$ cat src/rtl/hazard_pkg.sv
`default_nettype none
// ============================================================================
// Module   : hazard_pkg
// Purpose  : Stage-entry type and constants shared by the hazard tracker.
// Revision : 1.0 - initial release
// ============================================================================
package hazard_pkg;

    // Entry rd width; the tracker's REG_AW must equal this value.
    localparam int ENTRY_RD_W = 5;
    localparam int MUL_CNT_W  = 4;

    typedef struct packed {
        logic [ENTRY_RD_W-1:0] rd;
        logic                  reg_write;
        logic                  mem_read;
        logic                  mul;
    } stage_entry_t;

    localparam logic [ENTRY_RD_W-1:0] REG_ZERO     = '0;
    localparam stage_entry_t          BUBBLE_ENTRY = '0;

endpackage
`default_nettype wire

$ cat src/rtl/mul_busy_counter.sv
`default_nettype none
// ============================================================================
// Module   : mul_busy_counter
// Purpose  : Counts remaining EX cycles of a multi-cycle multiply.
// Revision : 1.0 - initial release
// ============================================================================
module mul_busy_counter
    import hazard_pkg::*;
#(
    parameter int CNT_W = MUL_CNT_W
) (
    input  logic             clk,
    input  logic             rst_n,
    input  logic             i_load,
    input  logic [CNT_W-1:0] i_load_val,
    input  logic             i_dec,
    output logic             o_busy
);

    logic [CNT_W-1:0] r_cnt;

    always_ff @(posedge clk or negedge rst_n) begin
        if (!rst_n) begin
            r_cnt <= '0;
        end else if (i_load) begin
            r_cnt <= i_load_val;
        end else if (i_dec && (r_cnt != '0)) begin
            r_cnt <= r_cnt - 1'b1;
        end
    end

    assign o_busy = (r_cnt != '0);

endmodule
`default_nettype wire

$ cat src/rtl/pipe_hazard_tracker.sv
`default_nettype none
// ============================================================================
// Module   : pipe_hazard_tracker
// Purpose  : Tracks EX/MEM/WB destination metadata for forwarding and raises
//            load-use / multiply stalls and EX bubbles.
// Revision : 1.0 - initial release
// ============================================================================
module pipe_hazard_tracker
    import hazard_pkg::*;
#(
    parameter int REG_AW  = 5,
    parameter int MUL_LAT = 4
) (
    input  logic              clk,
    input  logic              rst_n,
    input  logic              id_valid,
    input  logic [REG_AW-1:0] id_rs,
    input  logic [REG_AW-1:0] id_rt,
    input  logic              id_uses_rt,
    input  logic [REG_AW-1:0] id_rd,
    input  logic              id_reg_write,
    input  logic              id_mem_read,
    input  logic              id_mul,
    input  logic              flush,
    output logic              stall,
    output logic              ex_bubble,
    output logic              ex_busy,
    output logic [REG_AW-1:0] ex_rd,
    output logic [REG_AW-1:0] mem_rd,
    output logic [REG_AW-1:0] wb_rd,
    output logic              ex_reg_write,
    output logic              mem_reg_write,
    output logic              wb_reg_write,
    output logic              ex_mem_read
);

    localparam logic [MUL_CNT_W-1:0] c_mul_load = MUL_CNT_W'(MUL_LAT - 1);

    stage_entry_t r_ex;
    stage_entry_t r_mem;
    stage_entry_t r_wb;
    stage_entry_t w_id_entry;
    logic         w_load_use;
    logic         w_ex_busy;
    logic         w_mul_start;

    // Writes to r0 are architecturally dead, so they never produce a hazard.
    always_comb begin
        w_id_entry           = BUBBLE_ENTRY;
        w_id_entry.rd        = id_rd;
        w_id_entry.reg_write = id_reg_write & (id_rd != REG_ZERO);
        w_id_entry.mem_read  = id_mem_read;
        w_id_entry.mul       = id_mul;
    end

    assign w_load_use = r_ex.mem_read & r_ex.reg_write & (r_ex.rd != REG_ZERO) &
                        ((r_ex.rd == id_rs) | (id_uses_rt & (r_ex.rd == id_rt)));

    assign stall       = id_valid & ~flush & (w_load_use | w_ex_busy);
    assign ex_bubble   = ~w_ex_busy & (~id_valid | flush | w_load_use);
    assign w_mul_start = ~w_ex_busy & ~ex_bubble & id_mul;

    mul_busy_counter #(
        .CNT_W (MUL_CNT_W)
    ) u_mul_cnt (
        .clk        (clk),
        .rst_n      (rst_n),
        .i_load     (w_mul_start),
        .i_load_val (c_mul_load),
        .i_dec      (w_ex_busy),
        .o_busy     (w_ex_busy)
    );

    // A busy multiply freezes EX and starves MEM; older entries always drain.
    always_ff @(posedge clk or negedge rst_n) begin
        if (!rst_n) begin
            r_ex  <= BUBBLE_ENTRY;
            r_mem <= BUBBLE_ENTRY;
            r_wb  <= BUBBLE_ENTRY;
        end else begin
            r_wb <= r_mem;
            if (w_ex_busy) begin
                r_mem <= BUBBLE_ENTRY;
            end else begin
                r_mem <= r_ex;
                r_ex  <= ex_bubble ? BUBBLE_ENTRY : w_id_entry;
            end
        end
    end

    assign ex_busy       = w_ex_busy;
    assign ex_rd         = r_ex.rd;
    assign mem_rd        = r_mem.rd;
    assign wb_rd         = r_wb.rd;
    assign ex_reg_write  = r_ex.reg_write;
    assign mem_reg_write = r_mem.reg_write;
    assign wb_reg_write  = r_wb.reg_write;
    assign ex_mem_read   = r_ex.mem_read;

endmodule
`default_nettype wire
$ cat config.mk
export PLATFORM = sky130hd
export DESIGN_NAME = pipe_hazard_tracker
export DESIGN_NICKNAME = d
export VERILOG_FILES = /design/src/rtl/hazard_pkg.sv /design/src/rtl/mul_busy_counter.sv /design/src/rtl/pipe_hazard_tracker.sv
export SDC_FILE = /design/constraint.sdc
export NUM_CORES = 1
export LEC_CHECK = 0
export BUFFER_PORTS_ARGS = -buffer_cell sky130_fd_sc_hd__buf_2
export CELL_PAD_IN_SITES_DETAIL_PLACEMENT = 0
export CELL_PAD_IN_SITES_GLOBAL_PLACEMENT = 1
export CORE_MARGIN = 3
export CORE_UTILIZATION = 36
export DETAILED_ROUTE_END_ITERATION = 8
export PLACE_DENSITY = 0.82
export SETUP_SLACK_MARGIN = 0.15
export SYNTH_ARGS = -nofsm -noshare
export SYNTH_HDL_FRONTEND = slang
export SYNTH_SLANG_ARGS = --single-unit
$ cat constraint.sdc
create_clock -name clk -period 3.5 [get_ports clk]
set_input_delay 0.7 -clock clk [delete_from_list [all_inputs] [get_ports clk]]
set_output_delay 0.7 -clock clk [all_outputs]
set_load 0.005 [all_outputs]
==> metrics.txt <==
run status=finished clean; Vias/cell=roughly 4.9; type of the worst setup path=reg -> out; worst slack after detailed placement=around 0.75 ns; Final Routed Wirelength=2160 microns; startpoint of the most critical register-to-register path=ex_rd[0]; fraction of the core area covered by cells at the end of the flow=a little over 50%; nature of the critical path startpoint=register; number of warnings reported in the yosys synthesis log=0; total congestion overflow=0; Worst path max stage delay=~0.49 ns; number of input and output port buffers inserted=44; Reg clk slew, reported paths=0.12 ns; headroom to the max-slew limit=about two thirds; number of antenna violations at the first check in global routing=0; share of flip-flops with an asynchronous set or reset after synthesis=between 90% and 100%; Post-CTS Setup Bufs=0; Critical R2R Capture=ex_rd[2]; Mapped Nets=between 100 and 150; highest clock rate=361 MHz; FILL cells=roughly 260; power density relative to cell area=641 nW/um^2; capture point of the critical path=stall; TritonCTS clock tree=built; Critical Path AT=2.07 ns; worst-case clock skew=0.00641 ns; Mapped Cells=between 90 and 100; Final Max Tran Viols=0; cell types occupying the most area after synthesis=sky130_fd_sc_hd__dfrtp_1, sky130_fd_sc_hd__xor2_1, sky130_fd_sc_hd__nand2_1; reg-to-reg slack, setup=1.63 ns; number of cells upsized or downsized after cts=0; unrepaired setup endpoints after global routing=false; number of cells on the worst reg-to-reg path=5; global-route wire length before repair=between 3000 and 4000 microns; cell area after synthesis=around 1000 sq um; total die area=between 3000 and 4000 sq um; final net count=164; post-synth top area cell=sky130_fd_sc_hd__dfrtp_1; slowest cell on the critical path=sky130_fd_sc_hd__dfrtp_1; First-pass DRT Iterations=3; number of vias after detailed routing=approximately 830; number of global-route vias before repair=about 850; transition at the pin with the smallest max-transition slack=0.499 ns; count of endpoints failing hold in the final timing report=0; number of distinct standard cells referenced by the synthesized netlist=28; Placed Area=approximately 1300 sq um; routed length per instance=about 13 microns; area growth from synthesis to final layout=28.2%; TritonCTS sink count=23; die width=approximately 60 microns; maximum capacitance violations=0; fin crit period=~2.8 ns; Setup crit start=ex_rd[0]; Sum Neg Setup Slack=0 ns; maximum fanout encountered on the critical timing path=6; maximum resistive drop on vdd=between 0.0003 and 0.0004 V; I/O Pins=45; area of the core=around 2600 sq um; Period Utilization, post-route=between 70% and 80%; CP Data Required Time=roughly 2.8 ns; global placement routability congestion=roughly 0.74; count of flip-flops with a built-in enable after synthesis=0; synthesized area per cell=11.0 sq um; All-Layer GR Usage=14.4%; sequential share of the synthesized area=about 57%; remaining design rule violation count=0; hold-fix buffers at CTS=0; Leakage Power=approximately 0.71 nW; number of flip-flops and latches in the synthesized netlist=23; portion of synthesized cell area occupied by the leading cell type=57.1%; leading register cell type out of synthesis=sky130_fd_sc_hd__dfrtp_1; starting utilization of the core area=approximately two fifths; cell-by-cell listing of the critical path=xor2_1 -> nor4_2 -> a32oi_1 -> or2_1 -> a21boi_0 -> buf_2; endpoint type of the worst setup path=primary output; share of layout cells above drive strength 1=between 30% and 40%; number of violations reported at the end of detailed-routing iteration 0=10; count of H-tree levels built during CTS=1; Critical Path Stages=6; cell area after layout=between 1000 and 1500 sq um; sum of buffers and inverters on the critical path=1; Post-DP HPWL=about 1700 microns; pin count of the biggest net entering global routing=24; Setup WS post-layout=0.732 ns; path category of the worst min-delay check=in -> async; die outline height=slightly below 60 microns; number of nets with antenna violations after detailed routing=0; antenna diode count=0; root buffer selected by CTS=sky130_fd_sc_hd__clkbuf_4; overall power of the completed layout=a little over 800 uW; count of final setup violators=0; maximum number of buffers from clock root to sink=2; crit-path leading delay family=simple AND/OR/NAND/NOR gates; row count=18; clock latency on the worst-skew pair=0.30 ns; number of buffers created by CTS=3
-- worst min-delay path by stage --
stage | slack (ns) | end
6_report | 0.34 | mem_rd[0]
3_5_place_dp | 0.36 | wb_rd[1]
3_3_place_gp | 0.36 | wb_rd[1]
5_1_grt | 0.37 | wb_rd[0]
4_1_cts | 0.34 | wb_reg_write
2_1_floorplan | 0.38 | wb_rd[0]
-- layout make-up --
cell class / count / area, sq um / area share (%)
repair buffers: 45 / 228 / 17.6
multi-input cells: 63 / 410 / 31.8
clock buffers: 4 / 26.3 / 2.03
flip-flops and latches: 23 / 576 / 44.5
well taps: 30 / 37.5 / 2.90
inverters: 4 / 15.0 / 1.16
-- cell usage in the layout, fill, tap and decap left out, drive strengths merged, types with 2 or more instances in the layout --
master	synthesis	routed
xor2	9	9
nand2	13	13
nor3	2	2
buf	0	45
xnor2	2	2
a211oi	2	2
nor4	2	2
inv	4	4
a21o	2	2
nand3	2	2
dfrtp	23	23
and2	6	6
or4	2	2
o211ai	2	2
clkbuf	2	4
o21ai	9	9
-- logic make-up (layout without fill, tap and decap cells) --
group / after synthesis / in the layout / synth area share, %
adders and majority gates: 1 / 1 / 1.24
AOI/OAI and AO/OA: 19 / 19 / 12.5
buffers and inverters: 6 / 53 / 2.23
DFF: 23 / 23 / 57.1
and+or+nand+nor: 32 / 32 / 17.4
xor gates and xnor gates: 11 / 11 / 9.55
-- stage by stage --
stage / cells / hold slack, ns
after floorplan: 92 / 0.376
final: 169 / 0.342
after CTS: 169 / 0.342
after global placement: 165 / 0.358
after global routing: 169 / 0.367
after detailed placement: 165 / 0.364
-- state kept, by name, summed over array words and instances, names as in the netlist --
signal	count
ex_rd	5
ex_reg_write	1
mem_reg_write	1
u_mul_cnt.r_cnt	4
wb_rd	5
ex_mem_read	1
mem_rd	5
wb_reg_write	1
-- cells in the mapped netlist (2+ instances only) --
master                     number
sky130_fd_sc_hd__dfrtp_1       23
sky130_fd_sc_hd__nand2_1       13
sky130_fd_sc_hd__xor2_1         9
sky130_fd_sc_hd__o21ai_0        8
sky130_fd_sc_hd__and2_1         6
sky130_fd_sc_hd__inv_1          4
sky130_fd_sc_hd__a211oi_1       2
sky130_fd_sc_hd__a21o_1         2
sky130_fd_sc_hd__clkbuf_1       2
sky130_fd_sc_hd__nand3_1        2
sky130_fd_sc_hd__nor3_1         2
sky130_fd_sc_hd__or4_1          2
sky130_fd_sc_hd__xnor2_1        2
-- layer usage --
layer / GRT usage [%] / part of all wire, % / vias to the layer above
met3: 3.07 / 8.7 / 2
met5: 0 / 0 / -
met2: 23.8 / 47 / 34
met1: 18.4 / 44 / 385
met4: 5.83 / 0.56 / 0
li1: - / - / 412
-- where the power goes --
group | internal, mW | switching, mW
logic | 0.152 | 0.158
registers | 0.329 | 0.0725
clock network | 0.0444 | 0.0740
total | 0.524 | 0.305
Note: power is estimated with default switching activity, not from simulation.
